### config.mk
export PLATFORM = sky130hd
export DESIGN_NAME = uart_tx
export DESIGN_NICKNAME = d
export VERILOG_FILES = /design/src/rtl/uart_tx_pkg.sv /design/src/rtl/edge_tick.sv /design/src/rtl/uart_tx.sv
export SDC_FILE = /design/constraint.sdc
export NUM_CORES = 1
export LEC_CHECK = 0
export ABC_CLOCK_PERIOD_IN_PS = 2100
export CAP_MARGIN = 20
export CORE_MARGIN = 2
export CORE_UTILIZATION = 25
export DETAILED_ROUTE_END_ITERATION = 6
export REMOVE_ABC_BUFFERS = 1
export SLEW_MARGIN = 20
export SYNTH_ARGS = -nofsm -noshare
export SYNTH_HDL_FRONTEND = slang
export SYNTH_SLANG_ARGS = --single-unit
### constraint.sdc
create_clock -name old_clock -period 2.1 [get_ports old_clock]
set_clock_uncertainty 0.2 [all_clocks]
set_input_delay 0.42 -clock old_clock [delete_from_list [all_inputs] [get_ports old_clock]]
set_output_delay 0.42 -clock old_clock [all_outputs]
set_load 0.05 [all_outputs]
### src/rtl/uart_tx_pkg.sv
// uart_tx_pkg: definitions shared by the UART transmitter and its bench.
//   tx_state_t  : transmitter FSM states (also exported on the debug port)
//   PARITY_*    : encodings for the uart_tx PARITY parameter
package uart_tx_pkg;

  typedef enum logic [2:0] {
    ST_IDLE   = 3'd0,
    ST_SYNC   = 3'd1,
    ST_START  = 3'd2,
    ST_DATA   = 3'd3,
    ST_PARITY = 3'd4,
    ST_STOP   = 3'd5
  } tx_state_t;

  localparam int PARITY_NONE = 0;
  localparam int PARITY_EVEN = 1;
  localparam int PARITY_ODD  = 2;

endpackage

### src/rtl/edge_tick.sv
// edge_tick: one-cycle pulse on each rising edge of a slow level signal that
// lives in the old_clock domain (e.g. a divided clock used as a baud strobe).
//   old_clock : system clock, rising edge
//   reset     : synchronous, active-high; clears the history register
//   level_in  : level to watch (same clock domain, no synchroniser needed)
//   tick_out  : high for the one cycle where level_in is 1 and was 0 last cycle
module edge_tick (
  input  logic old_clock,
  input  logic reset,
  input  logic level_in,
  output logic tick_out
);

  logic level_q;

  always_ff @(posedge old_clock) begin
    if (reset) begin
      level_q <= 1'b0;
    end else begin
      level_q <= level_in;
    end
  end

  assign tick_out = level_in & ~level_q;

endmodule

### src/rtl/uart_tx.sv
// uart_tx: single-byte UART transmitter paced by an external baud level.
//   old_clock : system clock, rising edge
//   reset     : synchronous, active-high; aborts any frame, line goes idle high
//   baud_clk  : divided clock level; each rising edge is one bit-period tick
//   tx_data   : word to send, captured only on acceptance
//   tx_valid  : tx_data holds a word to send
//   tx_ready  : transmitter is idle and accepts a word this cycle
//   tx        : serial line, idle high, start bit, LSB first, parity, stop(s)
//   busy      : a frame is pending or on the line (inverse of tx_ready)
//   state_dbg : current FSM state, for observation only
//
// Handshake: a word is accepted on any old_clock edge where tx_valid and
// tx_ready are both high. tx_ready depends only on the FSM state, never on
// tx_valid. tx_valid may be raised at any time and need not be held once the
// word is accepted; tx_valid and tx_data are ignored while tx_ready is low.
module uart_tx
  import uart_tx_pkg::*;
#(
  parameter int DATA_BITS = 8,
  parameter int PARITY    = PARITY_NONE,
  parameter int STOP_BITS = 1
) (
  input  logic                 old_clock,
  input  logic                 reset,
  input  logic                 baud_clk,
  input  logic [DATA_BITS-1:0] tx_data,
  input  logic                 tx_valid,
  output logic                 tx_ready,
  output logic                 tx,
  output logic                 busy,
  output tx_state_t            state_dbg
);

  localparam int              CNT_W     = $clog2(DATA_BITS + 1);
  localparam logic [CNT_W-1:0] LAST_BIT = CNT_W'(DATA_BITS - 1);
  localparam logic            LAST_STOP = 1'(STOP_BITS - 1);

  tx_state_t            state_q, state_n;
  logic [DATA_BITS-1:0] shift_q, shift_n;
  logic [CNT_W-1:0]     bit_cnt_q, bit_cnt_n;
  logic                 stop_cnt_q, stop_cnt_n;
  logic                 tx_q, tx_n;
  logic                 par_q, par_n;
  logic                 tick;

  edge_tick u_edge_tick (
    .old_clock (old_clock),
    .reset     (reset),
    .level_in  (baud_clk),
    .tick_out  (tick)
  );

  always_ff @(posedge old_clock) begin
    if (reset) begin
      state_q    <= ST_IDLE;
      shift_q    <= '0;
      bit_cnt_q  <= '0;
      stop_cnt_q <= 1'b0;
      tx_q       <= 1'b1;
      par_q      <= 1'b0;
    end else begin
      state_q    <= state_n;
      shift_q    <= shift_n;
      bit_cnt_q  <= bit_cnt_n;
      stop_cnt_q <= stop_cnt_n;
      tx_q       <= tx_n;
      par_q      <= par_n;
    end
  end

  // tx is registered, so every line change lands on the cycle after the tick
  // that caused it. The parity bit is computed at acceptance because the
  // shift register no longer holds the whole word once shifting starts.
  always_comb begin
    state_n    = state_q;
    shift_n    = shift_q;
    bit_cnt_n  = bit_cnt_q;
    stop_cnt_n = stop_cnt_q;
    tx_n       = tx_q;
    par_n      = par_q;
    case (state_q)
      ST_IDLE: begin
        tx_n = 1'b1;
        if (tx_valid) begin
          shift_n    = tx_data;
          par_n      = (PARITY == PARITY_ODD) ? ~(^tx_data) : ^tx_data;
          bit_cnt_n  = '0;
          stop_cnt_n = 1'b0;
          // A tick in this same cycle is deliberately ignored: SYNC waits
          // for the next one so the start bit is a full period.
          state_n    = ST_SYNC;
        end
      end
      ST_SYNC: begin
        if (tick) begin
          tx_n    = 1'b0;
          state_n = ST_START;
        end
      end
      ST_START: begin
        if (tick) begin
          tx_n      = shift_q[0];
          shift_n   = shift_q >> 1;
          bit_cnt_n = '0;
          state_n   = ST_DATA;
        end
      end
      ST_DATA: begin
        if (tick) begin
          if (bit_cnt_q == LAST_BIT) begin
            if (PARITY != PARITY_NONE) begin
              tx_n    = par_q;
              state_n = ST_PARITY;
            end else begin
              tx_n       = 1'b1;
              stop_cnt_n = 1'b0;
              state_n    = ST_STOP;
            end
          end else begin
            tx_n      = shift_q[0];
            shift_n   = shift_q >> 1;
            bit_cnt_n = bit_cnt_q + 1'b1;
          end
        end
      end
      ST_PARITY: begin
        if (tick) begin
          tx_n       = 1'b1;
          stop_cnt_n = 1'b0;
          state_n    = ST_STOP;
        end
      end
      ST_STOP: begin
        tx_n = 1'b1;
        if (tick) begin
          if (stop_cnt_q == LAST_STOP) begin
            state_n = ST_IDLE;
          end else begin
            stop_cnt_n = stop_cnt_q + 1'b1;
          end
        end
      end
      default: begin
        tx_n    = 1'b1;
        state_n = ST_IDLE;
      end
    endcase
  end

  assign tx_ready  = (state_q == ST_IDLE);
  assign busy      = ~tx_ready;
  assign tx        = tx_q;
  assign state_dbg = state_q;

endmodule

==> results, run 1 <==
- The reported leakage power is 0.487 nW.
- In this run, the number of DRC markers left after iteration 0 of detailed routing was 31.
- Ranked by instance count, the synthesized netlist is headed by 17 x sky130_fd_sc_hd__dfxtp_1, 12 x sky130_fd_sc_hd__nor2_1, 8 x sky130_fd_sc_hd__a211oi_1, 8 x sky130_fd_sc_hd__mux2i_1, 7 x sky130_fd_sc_hd__a21oi_1.
- The worst relative slew slack is 0.740.
- After layout, the design draws a total of 763 µW.
- The overflow left after global routing is 0.
- Data arrives at the worst endpoint at 2.01 ns.
- After legalization and detailed placement, the total HPWL measured approximately 1400 µm.
- The number of failing setup endpoints in the final timing report is 0.
- The launch instance of the worst min-delay path is bit_cnt_q[1]$_SDFFE_PP0P_.
- The number of hold violations in the final report is 0.
- The top-level port count is 18.
- Summed over all layers, the routed wires come to 1900 µm.
- The worst setup path is launched from a primary input.
- At the end of routability-driven placement, the weighted congestion stood at 0.789.
- The maximum vdd drop is 0.241 mV.
- The die footprint is slightly above 4000 µm².
- At the placement stage, the worst setup path has a slack of -0.245 ns.
- The reg-to-reg critical path endpoint is bit_cnt_q[0]$_SDFFE_PP0P_.
- For this design the ratio of total power to cell area is 627 nW/µm².
- The transition time at the pin with the least slew margin is 0.389 ns.
- The number of global-route vias before repair is roughly 800.
- The number of core rows is 21.
- Entering global routing, the biggest net connects 18 pins.
- The minimum clock period after layout is 1.99 ns.
- The TritonCTS sink count is 17.
- Setup repair after global routing left no endpoint under its margin.
- The first-pass iteration count of the detailed router is 4.
- The detailed-route vias per instance is around 4.8.
- For the worst-skew pair, the clock arrives at the later sink with an insertion delay of 0.28 ns.
- In this run the remaining antenna-violating nets after routing total 0.
- TritonCTS built the clock tree.
- The x dimension of the die is 63.6 µm.
- The critical path class is primary input to flip-flop.
- After floorplanning, the core was sized to cover 3360 µm².
- After detailed routing, the average wire length per cell comes to 11.3 µm.
- The final design utilization is 0.362.
- The number of antenna diodes in the final layout is 0.
- The clock transition time at the flip-flop clock pins of the worst setup and hold paths is 0.10 ns.
- The initial antenna violation count is 0.
- Along the worst path, the maximum fanout reaches 2.
- The flow ran to the end, and the final reports show no timing, DRC or antenna violations.
- Ranked by total cell area, the synthesized netlist is headed by sky130_fd_sc_hd__dfxtp_1 38%, sky130_fd_sc_hd__mux2i_1 9.0%, sky130_fd_sc_hd__a211oi_1 6.8%.
- The share of synthesized area in the top cell type comes to 0.383.
- The final instance area is 1220 µm².
- The proportion of register bits with asynchronous set or reset after synthesis is 0.
- The fmax is between 0.5 and 0.6 GHz.
- The final count of pins violating max slew is 0.
- Summing all placed instances gives a cell area of 1160 µm².
- The portion of the post-synthesis area used by sequential elements is 0.383.
- The reg-to-reg critical path startpoint is bit_cnt_q[0]$_SDFFE_PP0P_.
- The path class of the lowest-slack min-delay path is flip-flop to flip-flop.
- The number of different library cells used by synthesis comes to 30.
- Across every metal layer, demand over resource in global routing totals 0.105.
- Across all layers, the routed design uses 808 vias.
- For this run, design rule violations remaining after detail routing come to 0.
- The number of levels in the clock H-tree is 1.
- The first global-routing pass estimated 3420 µm of wire.
- The flip-flop cell with the highest count after synthesis is sky130_fd_sc_hd__dfxtp_1.
- The count of cells along the worst register-to-register path is 5.
- At the worst endpoint, the required time is about 2.1 ns.
- The setup slack of the most critical reg-to-reg path is 0.19 ns.
- A synthesized cell averages 8.97 µm².
- The path with the worst hold slack has its endpoint at bit_cnt_q[1]$_SDFFE_PP0P_.
- The vertical die dimension is 63.6 µm.
- The buffer cell driving the clock tree root is sky130_fd_sc_hd__clkbuf_4.
- The mapped netlist covers 888 µm².
- The number of instances in the synthesized netlist is 99.
- sky130_fd_sc_hd__dfxtp_1 is the most common cell in the netlist.
- The final critical-path share of the clock period is 0.947.
- The largest buffer count on any clock path is 2.
- The cell accounting for the most synthesized area is sky130_fd_sc_hd__dfxtp_1.
- The number of max-cap violations is 0.
- The net total in the final layout is approximately 140.
- The count of buffers added on input and output ports is 17.
- Compared with the post-synthesis result, the final layout area differs by 37.0%.
- The cell depth of the worst hold path is 2.
- Buffers inserted to repair hold after CTS numbered 0.
- The number of synthesized register bits is 17.
- The starting utilization of the core area is 0.264.
- The number of synthesized flops with an enable pin is 0.
- Of the cells placed in the final design, the portion with a size suffix greater than 1 is 0.195.
- In this run, CTS created clock tree buffers numbering 3.
- The number of synthesis warnings is 0.
- STA classifies the critical path endpoint as a flip-flop.
- In the post-route analysis, the smallest setup slack over all paths is 0.112 ns.
## layout by cell type, fill, tap and decap left out, drive strengths merged, types with 2 or more instances in the layout
cell           Yosys  layout
nor2b              3       3
nor2              12      12
inv                3       3
o21ai              2       2
a21oi              8       8
nand3              2       2
mux2i              8       8
clkdlybuf4s50      0      11
nand4b             3       3
or3                2       2
nor3               3       3
nand2              5       5
nand3b             3       3
dfxtp             17      17
clkbuf             4       4
a211oi             8       8
nand2b             2       2
buf                3      16
## worst max path at each step
stage	from	cells past startpoint	end
6_report	tx_valid	5	bit_cnt_q[0]$_SDFFE_PP0P_
5_1_grt	state_dbg[0]$_SDFFE_PP0P_	5	tx_ready
4_1_cts	bit_cnt_q[0]$_SDFFE_PP0P_	5	shift_q[7]$_SDFFE_PP0P_
3_5_place_dp	baud_clk	5	shift_q[7]$_SDFFE_PP0P_
3_3_place_gp	baud_clk	5	shift_q[7]$_SDFFE_PP0P_
2_1_floorplan	state_dbg[1]$_SDFFE_PP0P_	4	shift_q[7]$_SDFFE_PP0P_
## cells by family (layout without fill, tap and decap cells)
kind of cell,after synthesis,after routing,synth area share
flops,17,17,0.383
mux,8,8,0.0901
simple gates,39,39,0.246
compound gates,24,24,0.206
fa+ha+maj,1,1,0.0141
buf+inv,10,34,0.0606
## per-stage QoR
step	instances	hold slack (ns)	setup TNS [ns]
2_1_floorplan	92	0.243	-3.44
3_3_place_gp	164	0.266	-1.88
3_5_place_dp	164	0.274	-2.31
4_1_cts	168	0.288	0
5_1_grt	169	0.324	0
6_report	169	0.285	0
## what timing repair did
item / CTS / global route
buffers inserted: 0 / 1
pin swaps: 0 / 1
setup endpoints to repair: 1 / 11
resized for setup: 1 / 1
## sequential cells by signal, indices dropped and copies added, names as in the netlist
| signal | flops |
|---|---|
| bit_cnt_q | 4 |
| u_edge_tick.level_q | 1 |
| state_dbg | 3 |
| shift_q | 8 |
| tx | 1 |
## power breakdown
group	total [mW]	switching [mW]	leakage, nW	internal [mW]
sequential	0.363	0.0180	0.140	0.345
combinational	0.226	0.114	0.333	0.112
clock	0.173	0.0998	0.0150	0.0737
total	0.763	0.232	0.487	0.531
## final cells by class
class,instances,area [µm²]
repair buffers,27,280
well taps,46,57.6
multi-input cells,72,502
fillers,386,2150
clock buffers,4,26.3
flip-flops and latches,17,340
inverters,3,11.3
## worst max-delay path: stages
cell	delay (ns)
sky130_fd_sc_hd__clkdlybuf4s50_1	0.47
sky130_fd_sc_hd__or4b_4	0.50
sky130_fd_sc_hd__o31a_4	0.14
sky130_fd_sc_hd__or3_1	0.37
sky130_fd_sc_hd__a21oi_2	0.11
## routing by layer
metal | share of wire | GRT usage | wire length [µm] | vias up
met5 | 0 | 0 | 0 | -
met4 | 0 | 0.0326 | 0 | 0
met3 | 0.066 | 0.0214 | 126 | 0
met2 | 0.48 | 0.189 | 913 | 31
met1 | 0.45 | 0.123 | 862 | 370
li1 | - | - | - | 407
(Power assumes the default switching activity.)
==> run 2: changes to the inputs <==
ABC_CLOCK_PERIOD_IN_PS = 1790   (was 2100)
clock period = 1.79 ns   (was 2.1 ns; I/O delays follow)
==> results, run 2 (synthesis gave the netlist of run 1 again) <==
- The maximum vdd drop was 0.404 mV (+68%).
- The transition time at the pin with the least slew margin was 0.237 ns (-0.152 ns).
- The number of cells in the finished layout apart from fillers is 180 (+6.5%).
- The top-level port count is 18 (unchanged).
- The source-to-sink clock delay at the later pin of the worst-skew pair is 0.30 ns (+0.02 ns).
- Leaving out fill and tap cells, the most frequent cell in the layout is sky130_fd_sc_hd__buf_4.
- The worst relative slew slack is 0.842 (+0.102).
- The count of routing violations after the opening detailed-route iteration was 33 (+6.5%).
- The number of failing setup endpoints in the final timing report was 2 (+2).
- The clock transition time at the flip-flop clock pins of the worst setup and hold paths is 0.10 ns (about the same).
- The global router's overall resource usage is 0.116 (+0.0108).
- The minimum clock period after layout is between 1.5 and 2 ns.
- The first-pass GRT wire length was 3650 µm (+6.9%).
- The overflow left after global routing is 0 (unchanged).
- The buffer cell driving the clock tree root is sky130_fd_sc_hd__clkbuf_4.
- The TritonCTS sink count is 17 (unchanged).
- The path class of the lowest-slack min-delay path is flip-flop to flip-flop.
- The fraction of final layout cells sized beyond drive strength 1 came to 0.366 (+0.171).
- The final count of pins violating max slew came to 0 (unchanged).
- The areal power density over the cells is 682 nW/µm² (+8.8%).
- The fmax is about 0.55 GHz.
- Compared with the post-synthesis result, the final layout area differs by 57.3%.
- The final design utilization came to 0.416 (+0.0536).
- The post-DP HPWL was 1520 µm (+6.8%).
- The launch instance of the worst min-delay path is bit_cnt_q[3]$_SDFFE_PP0P_.
- The largest buffer count on any clock path is 2 (unchanged).
- The weighted congestion reported at the end of routability-driven placement was 0.824 (+4.5%).
- The post-placement cell count is 171 (+4.3%).
- The start point of the critical path is state_dbg[2]$_SDFFE_PP0P_.
- The number of max-cap violations is 0 (unchanged).
- The maximum fanout along the worst path is 3 (+1).
- The sort of element at the end of the critical path is a flip-flop.
- The starting utilization of the core area was 0.264 (unchanged).
- The number of fill cells in the layout is 352 (-8.8%).
- The setup path with the least slack is of type flip-flop to flip-flop.
- The sum of routed wire length over all layers is 2140 µm (+12%).
- Dividing the final minimum period by the clock period gives 1.01.
- The detailed-route vias per instance is 4.89 (+2.3%).
- The number of global-route vias before repair came to 819 (+1.2%).
- The die footprint is 4050 µm² (unchanged).
- The number of port buffers is 17 (unchanged).
- The reg-to-reg critical path startpoint is state_dbg[2]$_SDFFE_PP0P_.
- The x dimension of the die is 63.6 µm (unchanged).
- Counting flops per register, the top entry is shift_q.
- The reported leakage power is 0.588 nW (+21%).
- The number of antenna-violating nets in the routed design is 0 (unchanged).
- The number of levels in the clock H-tree is 1 (unchanged).
- The number of buffers inserted for hold repair after clock tree synthesis is 0 (unchanged).
- Setup repair after global routing could not meet its margin everywhere.
- The number of hold violations in the final report is 0 (unchanged).
- The placeable core region is 3360 µm² (unchanged).
- The mean routed wirelength per cell is 11.9 µm (+5.5%).
- The first-pass iteration count of the detailed router is 4 (unchanged).
- The number of inserted diodes is 0 (unchanged).
- The total DRC errors in the routed layout is 0 (unchanged).
- The overall via count from detail_route is 880 (+8.9%).
- The register area was 349 µm² (+2.6%).
- The initial antenna violation count came to 0 (unchanged).
- The maximum number of pins on one net before global-route repair is 18 (unchanged).
- The run finished, with violations left.
- The number of flip-flops under the largest register name is 8 (unchanged).
- The clock tree from TritonCTS is yes.
- The vertical die dimension is 63.6 µm (unchanged).
- The data required time at the worst endpoint was 1.83 ns (-0.30 ns).
- The area of the multi-input gates is 538 µm² (+7.2%).
- The kind of launch point of the worst setup path is a flip-flop.
- The number of core rows is 21 (unchanged).
- The arrival time at the worst endpoint is 1.85 ns (-0.16 ns).
- The worst hold slack after final layout is 0.311 ns (+0.0266 ns).
- The number of buffers created by CTS was 3 (unchanged).
- The net total in the final layout is 148 (+8.0%).
- The minimum setup slack in the final design is -0.0180 ns (-0.130 ns).
- The final reports fail on setup timing.
- The library cells used most frequently in the layout, excluding fill and tap cells, are 18 x sky130_fd_sc_hd__buf_4, 12 x sky130_fd_sc_hd__dfxtp_1, 11 x sky130_fd_sc_hd__nor2_1.
run 2: power by group:
group | switching, mW | internal, mW | total (mW)
combinational | 0.148 | 0.162 | 0.310
sequential | 0.0193 | 0.405 | 0.424
clock | 0.135 | 0.0835 | 0.218
total | 0.303 | 0.650 | 0.953
run 2: area by class of cell:
type                            instances  share of cell area
Clock buffer                            3              0.0161
Tap cell                               46              0.0412
Inverter                                3             0.00806
Sequential cell                        17               0.250
Clock inverter                          1             0.00358
Timing Repair Buffer                   38               0.296
Multi-Input combinational cell         72               0.385
run 2: timing repair:
action / 4_1_cts / 5_1_grt
resized for setup: 17 / 3
buffers inserted: 5 / 0
gates cloned: 0 / 0
endpoints found under the setup margin: 14 / 12
pin swaps: 4 / 5
run 2: per-stage QoR:
step                setup slack, ns  setup TNS, ns  power, mW  cell area [µm²]
floorplan                    -0.634          -7.80      0.570              846
global placement             -0.440          -5.25      0.705             1270
detailed placement           -0.481          -5.57      0.710             1270
CTS                         -0.0215        -0.0215      0.958             1390
global route                -0.0801         -0.507       1.01             1400
finish                      -0.0180        -0.0249      0.953             1400
run 2: worst paths after layout:
kind / cells past startpoint / end / slack, ns
worst min register to register: 2 / bit_cnt_q[3]$_SDFFE_PP0P_ / 0.31
worst min-delay path: 2 / bit_cnt_q[3]$_SDFFE_PP0P_ / 0.31
worst max-delay path: 4 / bit_cnt_q[0]$_SDFFE_PP0P_ / -0.02
worst max register to register: 4 / bit_cnt_q[0]$_SDFFE_PP0P_ / -0.02
run 2: layer usage:
layer / routed length [µm] / track usage / vias up
met5: 0 / 0 / -
li1: - / - / 429
met2: 1050 / 0.200 / 34
met3: 159 / 0.0393 / 4
met1: 912 / 0.135 / 413
met4: 20 / 0.0326 / 0
run 2: worst max-delay path, stage by stage, from the launching register on:
cell,delay [ns]
sky130_fd_sc_hd__dfxtp_2,0.34
sky130_fd_sc_hd__or4b_4,0.57
sky130_fd_sc_hd__o31a_4,0.14
sky130_fd_sc_hd__or3_1,0.38
sky130_fd_sc_hd__a21oi_2,0.11
==> run 3: changes to the inputs <==
SETUP_SLACK_MARGIN = 0.1   (was default)
SLEW_MARGIN = 25   (was 20)
==> results, run 3 (synthesis gave the netlist of run 1 again) <==
- The worst setup slack before clock tree synthesis was -0.481 ns (unchanged).
- The number of fill cells in the layout came to 353 (+0.28%).
- The kind of launch point of the worst setup path is a flip-flop.
- The run finished, with violations left.
- The global router's overall resource usage came to 0.119 (+0.00299).
- The maximum fanout along the worst path was 4 (+1).
- The count of cells along the worst register-to-register path is 4 (unchanged).
- The number of failing setup endpoints in the final timing report was 4 (+2).
- The detailed-route vias per instance came to 4.87 (-0.42%).
- The number of levels in the clock H-tree came to 1 (unchanged).
- The count of routing violations after the opening detailed-route iteration was 31 (-6.1%).
- The x dimension of the die is 63.6 µm (unchanged).
- By startpoint and endpoint, the worst setup path is classified as flip-flop to flip-flop.
- The net total in the final layout is 150 (+1.4%).
- The signal on the critical path passes through or4b_4, o31a_4, or3_4, a21oi_2.
- The overall via count from detail_route is 886 (+0.68%).
- The vertical die dimension is 63.6 µm (unchanged).
- The worst relative slew slack is 0.838 (-0.00348).
- The clock transition time at the flip-flop clock pins of the worst setup and hold paths came to 0.10 ns (about the same).
- The starting utilization of the core area came to 0.264 (unchanged).
- The overflow left after global routing is 0 (unchanged).
- TritonCTS built the clock tree.
- The number of hold violations in the final report is 0 (unchanged).
- The largest incremental delay on the critical path is 0.57 ns (about the same).
- The weighted congestion reported at the end of routability-driven placement was 0.824 (unchanged).
- The top-level port count is 18 (unchanged).
- The maximum number of pins on one net before global-route repair came to 18 (unchanged).
- The number of global-route vias before repair is 877 (+7.1%).
- The first-pass iteration count of the detailed router is 4 (unchanged).
- The reported leakage power is 0.603 nW (+2.6%).
- The launch instance of the worst min-delay path is bit_cnt_q[3]$_SDFFE_PP0P_.
- The number of core rows is 21 (unchanged).
- The number of buffers inserted for hold repair after clock tree synthesis was 0 (unchanged).
- Broken down by cell family, the worst path's largest delay share belongs to simple AND/OR/NAND/NOR gates.
- The initial antenna violation count is 0 (unchanged).
- The number of antenna-violating nets in the routed design is 0 (unchanged).
- The data required time at the worst endpoint is 1.83 ns (about the same).
- The final critical-path share of the clock period is 1.02 (+0.0132).
- Setup repair after global routing could not meet its margin everywhere.
- In this run the critical register-to-register path is launched from state_dbg[0]$_SDFFE_PP0P_.
- The arrival time at the worst endpoint is 1.87 ns (+0.02 ns).
- The total negative slack is -0.0734 ns (-0.0485 ns).
- The number of max-cap violations came to 0 (unchanged).
- The source-to-sink clock delay at the later pin of the worst-skew pair is 0.30 ns (about the same).
- The final count of pins violating max slew came to 0 (unchanged).
- The path class of the lowest-slack min-delay path is flip-flop to flip-flop.
- The detailed-routing wirelength on met1 is 943 µm (+3.4%).
- The buffer cell driving the clock tree root is sky130_fd_sc_hd__clkbuf_4.
- The maximum vdd drop was 0.403 mV (-0.37%).
- The cell depth of the worst hold path is 2 (unchanged).
- The number of port buffers is 17 (unchanged).
- The worst setup path is captured at a flip-flop.
- The number of inserted diodes is 0 (unchanged).
- Compared with the post-synthesis result, the final layout area differs by 60.8%.
- The TritonCTS sink count is 17 (unchanged).
- The cell depth of the worst setup path is 4 (unchanged).
- The count of buffering cells on the critical path with inverters included came to 0 (unchanged).
- The met2 wire length is 1120 µm (+7.1%).
- The die footprint came to 4050 µm² (unchanged).
- The slowest stage of the critical path belongs to the cell sky130_fd_sc_hd__or4b_4.
- The routed length on met3 came to 135 µm (-15%).
- The largest buffer count on any clock path came to 2 (unchanged).
- The minimum setup slack in the final design is -0.0415 ns (-0.0235 ns).
- The fmax is 0.546 GHz (-1.3%).
- The post-DP HPWL was 1520 µm (unchanged).
- The number of buffers created by CTS is 3 (unchanged).
- The sum of routed wire length over all layers is 2210 µm (+3.5%).
- The total DRC errors in the routed layout is 0 (unchanged).
- The top cell types in the final layout, fill and taps aside, are 17 x sky130_fd_sc_hd__buf_4, 12 x sky130_fd_sc_hd__dfxtp_1, 11 x sky130_fd_sc_hd__nor2_1.
- The mean routed wirelength per cell is 12.2 µm (+2.4%).
- Signal routing reaches up to met4.
- Tracing the worst setup path back leads to its startpoint at state_dbg[0]$_SDFFE_PP0P_.
- The transition time at the pin with the least slew margin came to 0.242 ns (+0.00521 ns).
- The number of flip-flops under the largest register name is 8 (unchanged).
- The fraction of final layout cells sized beyond drive strength 1 was 0.382 (+0.0167).
- The areal power density over the cells is 672 nW/µm² (-1.4%).
- The library cell used most frequently in the layout, excluding fill and tap cells, is sky130_fd_sc_hd__buf_4.
- The register name with the most flops is shift_q.
- The minimum clock period after layout is 1.83 ns (+0.0235 ns).
- The placeable core region was 3360 µm² (unchanged).
- The checks that failed: setup timing.
- The first-pass GRT wire length was 3750 µm (+2.8%).
==> run 3: cell types whose count changed in the layout (fill, tap and decap cells not counted) <==
cell	delta
sky130_fd_sc_hd__buf_6	+3
sky130_fd_sc_hd__or3_4	+1
sky130_fd_sc_hd__or3_1	-1
sky130_fd_sc_hd__buf_4	-1
==> run 3: repair_timing <==
| item | 4_1_cts | 5_1_grt |
|---|---|---|
| setup buffers | 7 | 1 |
| pin swaps | 11 | 6 |
| endpoints found under the setup margin | 15 | 15 |
| gates resized for setup | 20 | 4 |
| gates cloned | 0 | 0 |
==> run 3: routing by layer <==
layer	GRT usage	vias up
met5	0	-
met4	0.0326	0
met3	0.0393	2
met2	0.212	26
met1	0.133	423
li1	-	435
==> run 3: where the power goes <==
part,switching (mW),total [mW],leakage [nW],internal [mW]
logic,0.152,0.318,0.443,0.166
registers,0.0196,0.425,0.142,0.406
clock network,0.134,0.217,0.0177,0.0835
total,0.305,0.960,0.603,0.655
==> run 3: final cells by class <==
cell class,count,area (µm²),area share
multi-input cells,72,543,0.380
repair buffers,40,440,0.308
flip-flops and latches,17,349,0.244
well taps,46,57.6,0.0403
clock buffers,3,22.5,0.0158
inverters,3,11.3,0.00788
clock inverters,1,5.00,0.00350
==> run 3: through the flow <==
step                      cell area (µm²)  utilization  hold slack (ns)  cells  power [mW]
after global placement               1270        0.376            0.281    171       0.705
final                                1430        0.425            0.309    182       0.960
after floorplan                       846            -            0.220     92       0.570
after global routing                 1430        0.425            0.296    182        1.02
after CTS                            1410        0.420            0.307    182       0.963
after detailed placement             1270        0.376            0.292    171       0.710
==> run 3: worst reg2reg max path: cells and delay by family, from the launching register on <==
family / cells / cell delay [ns]
compound gates: 2 / 0.27
simple gates: 2 / 0.94
flops: 1 / 0.37
==> run 3: final timing paths <==
| kind | endpoint | slack (ns) |
|---|---|---|
| worst min register to register | bit_cnt_q[3]$_SDFFE_PP0P_ | 0.31 |
| worst max register to register | bit_cnt_q[0]$_SDFFE_PP0P_ | -0.04 |
| worst min-delay path | bit_cnt_q[3]$_SDFFE_PP0P_ | 0.31 |
| worst max-delay path | bit_cnt_q[0]$_SDFFE_PP0P_ | -0.04 |
